## config.mk

```make
export PLATFORM = sky130hd
export DESIGN_NAME = ram_port_arbiter
export DESIGN_NICKNAME = d
export VERILOG_FILES = /design/src/rtl/ram_port_arbiter.sv
export SDC_FILE = /design/constraint.sdc
export NUM_CORES = 1
export LEC_CHECK = 0
export CORE_ASPECT_RATIO = 0.6
export CORE_MARGIN = 4
export CORE_UTILIZATION = 45
export CTS_CLUSTER_DIAMETER = 120
export DETAILED_ROUTE_END_ITERATION = 8
export MAX_ROUTING_LAYER = met4
export PLACE_DENSITY = 0.85
export SLEW_MARGIN = 20
export SYNTH_ARGS = -nofsm -noshare
export SYNTH_HDL_FRONTEND = slang
export SYNTH_SLANG_ARGS = --single-unit
export TNS_END_PERCENT = 1
```

## constraint.sdc

```tcl
create_clock -name clk -period 5.35 [get_ports clk]
set_input_delay 1.07 -clock clk [delete_from_list [all_inputs] [get_ports clk]]
set_output_delay 1.07 -clock clk [all_outputs]
set_load 0.02 [all_outputs]
```

## src/rtl/ram_port_arbiter.sv

```systemverilog
// Arbitrates the single-port program/data RAM between the CPU memory port and the
// program loader: loader preferred, CPU starvation bounded, optional loader lock.
module ram_port_arbiter #(
  parameter int unsigned ADDR_W    = 4,
  parameter int unsigned DATA_W    = 8,
  parameter int unsigned MAX_BURST = 4
) (
  input  logic              clk,
  input  logic              rst_n,
  input  logic              cpu_req,
  input  logic              cpu_we,
  input  logic [ADDR_W-1:0] cpu_addr,
  input  logic [DATA_W-1:0] cpu_wdata,
  output logic              cpu_gnt,
  output logic              cpu_rvalid,
  output logic [DATA_W-1:0] cpu_rdata,
  output logic              cpu_stall,
  input  logic              ld_req,
  input  logic              ld_we,
  input  logic              ld_lock,
  input  logic [ADDR_W-1:0] ld_addr,
  input  logic [DATA_W-1:0] ld_wdata,
  output logic              ld_gnt,
  output logic              ld_rvalid,
  output logic [DATA_W-1:0] ld_rdata,
  output logic              ram_we,
  output logic [ADDR_W-1:0] ram_addr,
  output logic [DATA_W-1:0] ram_wdata,
  input  logic [DATA_W-1:0] ram_rdata
);

  localparam int unsigned CNT_W = 4;

  typedef enum logic [1:0] {IDLE, CPU_OWN, LD_OWN, LD_LOCK} state_t;

  state_t             state_q, state_d;
  logic [CNT_W-1:0]   burst_q, burst_d;
  logic [ADDR_W-1:0]  addr_q;
  logic [DATA_W-1:0]  wdata_q;
  logic [DATA_W-1:0]  cpu_rdata_q, ld_rdata_q;
  logic               cpu_turn;

  // CPU is owed the port once the loader has taken MAX_BURST grants in a row
  assign cpu_turn = cpu_req && (burst_q == CNT_W'(MAX_BURST));

  // Grant decision, next owner and starvation counter
  always_comb begin
    cpu_gnt = 1'b0;
    ld_gnt  = 1'b0;
    state_d = state_q;
    burst_d = burst_q;
    if (rst_n) begin
      if (state_q == LD_LOCK) begin
        ld_gnt  = ld_req;
        state_d = ld_lock ? LD_LOCK : IDLE;
      end else begin
        if (ld_req && !cpu_turn) begin
          ld_gnt = 1'b1;
        end else if (cpu_req) begin
          cpu_gnt = 1'b1;
        end
        if (ld_gnt) begin
          state_d = ld_lock ? LD_LOCK : LD_OWN;
        end else if (cpu_gnt) begin
          state_d = CPU_OWN;
        end else begin
          state_d = IDLE;
        end
        if (cpu_gnt || !cpu_req) begin
          burst_d = '0;
        end else if (ld_gnt && (burst_q != CNT_W'(MAX_BURST))) begin
          burst_d = burst_q + CNT_W'(1);
        end
      end
    end
  end

  // RAM-side mux; address and data hold their last issued values when idle
  always_comb begin
    ram_we    = 1'b0;
    ram_addr  = addr_q;
    ram_wdata = wdata_q;
    if (ld_gnt) begin
      ram_we    = ld_we;
      ram_addr  = ld_addr;
      ram_wdata = ld_wdata;
    end else if (cpu_gnt) begin
      ram_we    = cpu_we;
      ram_addr  = cpu_addr;
      ram_wdata = cpu_wdata;
    end
  end

  assign cpu_stall = cpu_req & ~cpu_gnt;
  assign cpu_rdata = cpu_rvalid ? ram_rdata : cpu_rdata_q;
  assign ld_rdata  = ld_rvalid ? ram_rdata : ld_rdata_q;

  always_ff @(posedge clk or negedge rst_n) begin
    if (!rst_n) begin
      state_q     <= IDLE;
      burst_q     <= '0;
      addr_q      <= '0;
      wdata_q     <= '0;
      cpu_rvalid  <= 1'b0;
      ld_rvalid   <= 1'b0;
      cpu_rdata_q <= '0;
      ld_rdata_q  <= '0;
    end else begin
      state_q    <= state_d;
      burst_q    <= burst_d;
      cpu_rvalid <= cpu_gnt & ~cpu_we;
      ld_rvalid  <= ld_gnt & ~ld_we;
      if (cpu_gnt || ld_gnt) begin
        addr_q  <= ram_addr;
        wdata_q <= ram_wdata;
      end
      if (cpu_rvalid) cpu_rdata_q <= ram_rdata;
      if (ld_rvalid)  ld_rdata_q  <= ram_rdata;
    end
  end

endmodule
```

Word level (Yosys, flattened, before mapping)
Cells that the tools add are included.
- add/subtract/negate cells: 1
- eq/ne operators: 3
- muxes and demuxes: 26
- bitwise logic cells: 7
- reductions and logical operators: 9
- operators with widths (operator ; number):
    8-bit two-way mux ; 4
    4-bit two-way mux ; 4
    1-bit two-way mux ; 15
    2-bit two-way mux ; 3
    4-bit by 1-bit adder with 4-bit output, second input constant ; 1
    4-bit by 3-bit == test with 1-bit output, second input constant ; 1
    4-bit by 3-bit inequality test with 1-bit output, second input constant ; 1
    1-bit inverter ; 4
    1-bit bitwise AND ; 3
    1-bit logical AND ; 3
    3-bit AND reduction ; 1
    2-bit == test, second input constant ; 1
    1-bit logical NOT ; 2
    1-bit logical OR ; 2
    2-bit nonzero test ; 1
- register bits after elaboration: 36
- input bits: 39
- output and inout port bits: 34

Logic depth before layout (Yosys ltp)
Gate-level depths: netlist (run 1).
- word-level depth: 11
- depth in mapped cells: 7
- mapped depth without buffers: 6

Least setup slack after synthesis (run 1)
OpenSTA, ideal clock, no wires.
- kind: input port to output port
- start: in cpu_req
- end: out ram_addr[0]
- data arrival time: 2.419 ns
- data required time: 4.280 ns
- slack: 1.861 ns
- stages on the path: 5
- buffers on the path: 1
- cells stage by stage: nand4b_2 -> a211oi_4 -> buf_8 -> mux2i_1 -> a21oi_1
- word-level cells in the longest chain between the ends: 10
- RTL lines (what ; RTL line ; source):
    start: declaration ; 10 ; input logic cpu_req,
    1-bit logical AND ; 44 ; assign cpu_turn = cpu_req && (burst_q == CNT_W'(MAX_BURST));
    1-bit logical NOT ; 57 ; if (ld_req && !cpu_turn) begin
    1-bit logical AND ; 57 ;
    1-bit two-way mux (*) ; 57 ;
    1-bit two-way mux (*) ; 53 ; if (state_q == LD_LOCK) begin
    1-bit two-way mux (*) ; 52 ; if (rst_n) begin
    1-bit two-way mux (*) ; 53 ;
    1-bit two-way mux (*) ; 52 ;
    net cpu_gnt ; 14 ; output logic cpu_gnt,
    4-bit two-way mux (*) ; 87 ; end else if (cpu_gnt) begin
    4-bit two-way mux (*) ; 83 ; if (ld_gnt) begin
    end: declaration ; 27 ; output logic [ADDR_W-1:0] ram_addr,
Mark *: on every way through the listed nets, which the timed path passes. The rest lies on a longest branch. The select of a mux whose other input is x is not followed.

Worst setup path in the final report (run 1)
- start: in cpu_req
- end: out ram_wdata[0]
- word-level cells in the longest chain between the ends: 10
- RTL lines (what ; RTL line ; source):
    1-bit logical AND ; 44 ;
    1-bit logical NOT ; 57 ;
    1-bit logical AND ; 57 ;
    1-bit two-way mux ; 57 ;
    1-bit two-way mux ; 53 ;
    1-bit two-way mux ; 52 ;
    1-bit two-way mux ; 53 ;
    1-bit two-way mux ; 52 ;
    8-bit two-way mux ; 87 ;
    8-bit two-way mux (*) ; 83 ;
    end: declaration ; 28 ; output logic [DATA_W-1:0] ram_wdata,
Mark *: on every way between the ends. The rest lies on a longest branch, timed or not. The select of a mux whose other input is x is not followed.

==> impl_metrics.py, run 1 <==
metrics = {
    "run_status": {
        "outcome": "finished, final reports clean",
    },
    "yosys": {
        "synth-xor-area-share_pct": 0,
        "ys_seq_area_share_pct": 54.3,
        "synthSimpleGateAreaFrac_pct": 8.75,
        "synth-seq-cells": 36,
        "async_flop_share_pct": 100,
        "synth_compound_area_share_pct": 14.0,
        "synthMuxAreaShare_pct": 18.1,
        "synth.distinct_cells": 27,
        "syn_inst": 146,
        "synth_nets": 187,
        "synthAdderAreaFrac_pct": 1.51,
        "synth_edf_count": 0,
        "synth_top_family_by_area": "multiplexers",
        "synth.cell_area_um2": 1660,
        "syn_avg_cell_area_um2": 11.4,
        "synth_flop_cell": "dfrtp_1",
        "ys_warn_count": 0,
    },
    "global_routing": {
        "grt_use_total_pct": 17.5,
        "grt_pass1_vias": 1285,
        "grt_remaining_overflow": 0,
        "grt_max_degree": 42,
        "antenna_found_initial": 0,
        "grt_pass1_wl_mm": 6.00,
    },
    "worst_setup_path": {
        "r2r_cells": 7,
        "critical_path_class": "in -> out",
        "path_cells": "clkdlybuf4s50_1, nand4b_2, a211oi_4, buf_4, mux2i_1, a21oi_1, clkdlybuf4s50_1",
        "crit_top_cell": "clkdlybuf4s50_1",
        "start_kind": "input pin",
        "worstPathMaxFanout": 16,
        "reg2reg_slack_ns": 3.33,
        "r2r_end": "wdata_q[0]$_DFFE_PN0P_",
        "cpMaxStageDelayCell": "clkdlybuf4s50_1",
        "reg2reg_from": "burst_q[0]$_DFFE_PN0P_",
        "arrival_ns": 3.40,
        "startpoint": "cpu_req",
        "critical_path.max_stage_delay_ns": 0.57,
        "cp-endpoint": "ram_wdata[0]",
        "cp_data_required_time_ns": 4.28,
        "end_kind": "primary output",
    },
    "flow_run": {
        "maxCapViolCount": 0,
    },
    "clocking": {
        "clock_latency_ns": 0.28,
        "cts_root_buf": "clkbuf_8",
        "postCtsSetupBuffers": 0,
        "cts_htree_levels": 2,
        "postCtsHoldBufs": 0,
        "cts_tree": "done",
        "clock_path_buffers": 2,
        "clkSinkCount": 36,
        "postCtsResizedCells": 0,
        "cts_made_buffers": 5,
        "path_clk_slew_ns": 0.07,
    },
    "floorplanning": {
        "fp.dieH_um": 55.0,
        "rows": 16,
        "dieWidth_um": 86.4,
        "dieArea_um2": 4750,
        "coreArea_um2": 3400,
        "start_util_pct": 48.7,
        "io_pins": 73,
    },
    "power": {
        "p_per_area_nw_per_um2": 345,
        "p_leak_nw": 1.04,
        "ir_drop_mv": 0.285,
    },
    "placed_design": {
        "io_buffers": 72,
        "gp_congestion": 0.754,
        "hpwlAfterDp_mm": 3.00,
    },
    "drt": {
        "drcViolationCount": 0,
        "via_per_inst": 5.05,
        "vias": 1349,
        "drt_iter0_drc": 32,
        "wirelength_mm": 3.84,
        "post_drt_wl_per_cell_um": 14.4,
        "ant_nets": 0,
        "drtPass1Iterations": 4,
    },
    "finish": {
        "final_common_cell": "clkdlybuf4s50_1",
        "final_nets": 262,
        "final_cell_mix": "clkdlybuf4s50_1, dfrtp_1, a21oi_1",
        "drive_gt1_share_pct": 14.0,
        "antennaDiodeCount": 0,
        "area_delta_synth_final_pct": 52.1,
        "fillers": 232,
    },
    "sta": {
        "finalHoldViolations": 0,
        "finalClockSkew_ns": 0.00470,
        "maxSlewHeadroom_pct": 68.8,
        "worstMarginPinSlew_ns": 0.467,
        "rsz0062_at_grt": "false",
        "period_minus_slack_ns": 4.47,
        "timing.hold.ws_ns": 0.498,
        "final.setup.tns_ns": 0,
        "setup_viol": 0,
        "fmaxAchievable_mhz": 224,
        "period_share_pct": 83.5,
        "final_max_slew_viol_count": 0,
    },
    "min_path": {
        "hold_depth": 1,
        "hp-class": "reg -> reg",
    },
}
cell type report:
| cell class | count | area, µm² | area share (%) |
|---|---|---|---|
| flip-flops and latches | 36 | 901 | 35.7 |
| repair buffers | 75 | 738 | 29.3 |
| multi-input cells | 99 | 703 | 27.9 |
| clock buffers | 6 | 72.6 | 2.88 |
| well taps | 45 | 56.3 | 2.23 |
| clock inverters | 2 | 35.0 | 1.39 |
| inverters | 4 | 15.0 | 0.596 |
per-stage QoR:
stage,util [%],total power (W),area (µm²),instances,setup WS [ns]
global placement,70.9,0.000638,2410,259,1.01
finish,74.1,0.000869,2520,267,0.882
floorplan,-,0.000499,1660,146,1.86
CTS,74.1,0.000880,2520,267,0.879
global route,74.1,0.000917,2520,267,0.791
detailed placement,70.9,0.000650,2410,259,0.890
worst max-delay path: cells and delay by family:
family,cells,cell delay [ns]
AND/OR/NAND/NOR,1,0.22
buffers and inverters,3,1.40
AO/OA/AOI/OAI,2,0.40
multiplexers,1,0.30
report_power, final:
part / switching, W / total (W) / leakage [nW] / internal [W]
registers: 0.0000188 / 0.000341 / 0.429 / 0.000322
clock network: 0.0000887 / 0.000227 / 0.0552 / 0.000138
logic: 0.000146 / 0.000302 / 0.552 / 0.000156
total: 0.000254 / 0.000869 / 1.04 / 0.000616
cell families after synthesis:
| group | count (synthesis) |
|---|---|
| muxes | 28 |
| DFF | 36 |
| and+or+nand+nor | 30 |
| AOI/OAI and AO/OA | 39 |
| buffers and inverters | 11 |
| adders and majority gates | 2 |
flip-flops by register name (all words and copies together) (netlist names):
signal / cells
ld_rvalid: 1
wdata_q: 8
ld_rdata_q: 8
state_q: 2
addr_q: 4
cpu_rvalid: 1
burst_q: 4
cpu_rdata_q: 8
synth_stat cells (2+ instances only):
cell type,instances,area share [%]
o21ai_0,4,1.2
inv_1,4,0.91
buf_1,2,0.45
mux2i_1,12,7.2
clkbuf_1,3,0.68
nand3_1,2,0.60
nor2_1,14,3.2
a21oi_1,28,8.5
mux2_2,16,11
dfrtp_1,36,54
nand2_1,6,1.4
o22ai_1,2,0.75
ha_1,2,1.5
nor2b_1,2,0.75
routing by layer:
layer / vias up / track usage (%) / share of wire (%)
met5: - / - / 0
met2: 58 / 28.4 / 47
met3: 2 / 6.95 / 9.5
met4: 0 / 4.66 / 0.47
met1: 628 / 20.7 / 43
li1: 661 / - / -
worst min-delay path by stage:
stage | from | end | slack, ns
floorplan | burst_q[3]$_DFFE_PN0P_ | burst_q[3]$_DFFE_PN0P_ | 0.48
global placement | ld_rdata_q[7]$_DFF_PN0_ | ld_rdata_q[7]$_DFF_PN0_ | 0.48
detailed placement | cpu_rdata_q[0]$_DFF_PN0_ | cpu_rdata_q[0]$_DFF_PN0_ | 0.49
CTS | ld_rdata_q[3]$_DFF_PN0_ | ld_rdata_q[3]$_DFF_PN0_ | 0.50
global route | cpu_rdata_q[6]$_DFF_PN0_ | cpu_rdata_q[6]$_DFF_PN0_ | 0.51
finish | cpu_rdata_q[0]$_DFF_PN0_ | cpu_rdata_q[0]$_DFF_PN0_ | 0.50
Note: power is estimated with default switching activity, not from simulation.
==> run 2, diff against run 1 <==
--- a/config.mk
+++ b/config.mk
@@ -7,11 +7,11 @@
 export LEC_CHECK = 0
 export CORE_ASPECT_RATIO = 0.6
 export CORE_MARGIN = 4
-export CORE_UTILIZATION = 45
+export CORE_UTILIZATION = 37
 export CTS_CLUSTER_DIAMETER = 120
 export DETAILED_ROUTE_END_ITERATION = 8
 export MAX_ROUTING_LAYER = met4
-export PLACE_DENSITY = 0.85
+export PLACE_DENSITY = 0.75
 export SLEW_MARGIN = 20
 export SYNTH_ARGS = -nofsm -noshare
 export SYNTH_HDL_FRONTEND = slang
==> constraint.sdc (replaced) <==
create_clock -name clk -period 4.1 [get_ports clk]
set_input_delay 0.82 -clock clk [delete_from_list [all_inputs] [get_ports clk]]
set_output_delay 0.82 -clock clk [all_outputs]
set_load 0.02 [all_outputs]
==> impl_metrics.py, run 2 (synthesis results as in run 1) <==
metrics = {
    "run_status": {
        "outcome": "finished, final reports clean",
    },
    "worst_setup_path": {
        "reg2reg_from": "burst_q[0]$_DFFE_PN0P_",
        "cp_data_required_time_ns": 3.28,
        "critical_path_class": "in -> out",
        "r2r_end": "addr_q[1]$_DFFE_PN0P_",
        "end_kind": "primary output",
        "worstPathMaxFanout": 16,
        "start_kind": "input pin",
        "reg2reg_slack_ns": 2.19,
        "arrival_ns": 3.02,
        "r2r_cells": 7,
    },
    "power": {
        "p_leak_nw": 1.04,
        "seqPwrFrac_pct": 38.8,
        "p_clk_share_pct": 26.9,
        "power_switching_w": 0.000344,
        "p_per_area_nw_per_um2": 448,
        "ir_drop_mv": 0.224,
        "p_int_w": 0.000806,
        "switching_share_pct": 29.9,
        "p_comb_share_pct": 34.3,
    },
    "drt": {
        "drtPass1Iterations": 4,
        "vias": 1351,
        "via_per_inst": 4.79,
        "drcViolationCount": 0,
        "post_drt_wl_per_cell_um": 14.7,
        "ant_nets": 0,
        "drt_iter0_drc": 36,
        "wirelength_mm": 4.15,
    },
    "sta": {
        "finalHoldViolations": 0,
        "worstMarginPinSlew_ns": 0.502,
        "final.setup.tns_ns": 0,
        "finalClockSkew_ns": 0.00361,
        "period_share_pct": 93.6,
        "maxSlewHeadroom_pct": 66.6,
        "timing.hold.ws_ns": 0.496,
        "final_max_slew_viol_count": 0,
        "fmaxAchievable_mhz": 261,
        "period_minus_slack_ns": 3.84,
        "rsz0062_at_grt": "false",
        "setup_viol": 0,
    },
    "finish": {
        "final_nets": 262,
        "top_regs": "cpu_rdata_q x8, ld_rdata_q x8, wdata_q x8",
        "drive_gt1_share_pct": 14.0,
        "final_common_cell": "clkdlybuf4s50_1",
        "final_cell_mix": "clkdlybuf4s50_1, dfrtp_1, a21oi_1",
        "area_delta_synth_final_pct": 54.7,
        "antennaDiodeCount": 0,
    },
    "clocking": {
        "cts_tree": "done",
        "path_clk_slew_ns": 0.07,
        "cts_made_buffers": 5,
        "clkSinkCount": 36,
        "clock_path_buffers": 2,
        "postCtsResizedCells": 0,
        "cts_htree_levels": 2,
        "cts_root_buf": "clkbuf_8",
        "postCtsSetupBuffers": 0,
        "clock_latency_ns": 0.29,
        "postCtsHoldBufs": 0,
    },
    "global_routing": {
        "grt_pass1_wl_mm": 6.49,
        "grt_use_total_pct": 16.1,
        "antenna_found_initial": 0,
        "grt_pass1_vias": 1355,
        "grt_remaining_overflow": 0,
        "grt_max_degree": 42,
    },
    "min_path": {
        "hold_depth": 1,
        "hold-path-endpoint": "ld_rdata_q[3]$_DFF_PN0_",
        "min_from": "ld_rdata_q[3]$_DFF_PN0_",
        "hp-class": "reg -> reg",
    },
    "floorplanning": {
        "dieArea_um2": 5650,
        "dieWidth_um": 94.4,
        "coreArea_um2": 4210,
        "rows": 18,
        "start_util_pct": 39.4,
        "io_pins": 73,
        "fp.dieH_um": 59.9,
    },
    "placed_design": {
        "hpwlAfterDp_mm": 3.13,
        "io_buffers": 72,
        "gp_congestion": 0.756,
    },
    "flow_run": {
        "maxCapViolCount": 0,
    },
}
==> run 2: changes by cell type in the layout (fill, tap and decap cells not counted) <==
cell / delta
buf_12: +2
buf_4: -2
==> run 2: per-stage QoR <==
step	utilization, %	instances	instance area (µm²)	worst slack (ns)	power, W
global placement	58.3	274	2460	0.316	0.000843
detailed placement	58.3	274	2460	0.268	0.000852
finish	60.9	282	2560	0.262	0.00115
CTS	60.9	282	2560	0.248	0.00116
global route	60.9	282	2560	0.111	0.00121
floorplan	-	146	1660	1.11	0.000651
==> run 2: worst max-delay path by stage <==
stage	startpoint	endpoint	cells past startpoint
6_report	cpu_req	ram_addr[0]	7
5_1_grt	cpu_req	ram_wdata[5]	7
4_1_cts	cpu_req	ram_wdata[1]	7
3_5_place_dp	cpu_req	ram_wdata[1]	7
3_3_place_gp	cpu_req	ram_wdata[5]	7
2_1_floorplan	cpu_req	ram_addr[0]	5
==> run 2: per-layer routing <==
| layer | part of all wire (%) | vias up | track usage, % |
|---|---|---|---|
| met5 | 0 | - | - |
| met4 | 1.6 | 0 | 6.79 |
| met3 | 11 | 7 | 7.04 |
| met2 | 40 | 57 | 22.3 |
| met1 | 47 | 627 | 20.5 |
| li1 | - | 660 | - |
==> run 2: area by class of cell <==
type                       count  area, µm²
timing repair buffer          75        763
multi-input combinational     99        703
tap                           60       75.1
clock inverter                 2       35.0
fill                         378       1650
inverter                       4       15.0
sequential                    36        901
clock buffer                   6       72.6
==> run 2: power groups by stage <==
stage | registers (W) | logic [W] | clock network [W]
2_1_floorplan | 0.000443 | 0.000208 | 0
4_1_cts | 0.000447 | 0.000401 | 0.000315
3_3_place_gp | 0.000449 | 0.000394 | 0
5_1_grt | 0.000453 | 0.000428 | 0.000327
3_5_place_dp | 0.000453 | 0.000399 | 0
6_report | 0.000446 | 0.000395 | 0.000309
==> run 2: worst max-delay path, cell delays in order <==
cell and delay (ns):
clkdlybuf4s50_1 0.52, nand4b_2 0.22, a211oi_4 0.35, buf_12 0.20, mux2i_1 0.25, a21oi_1 0.10
clkdlybuf4s50_1 0.54
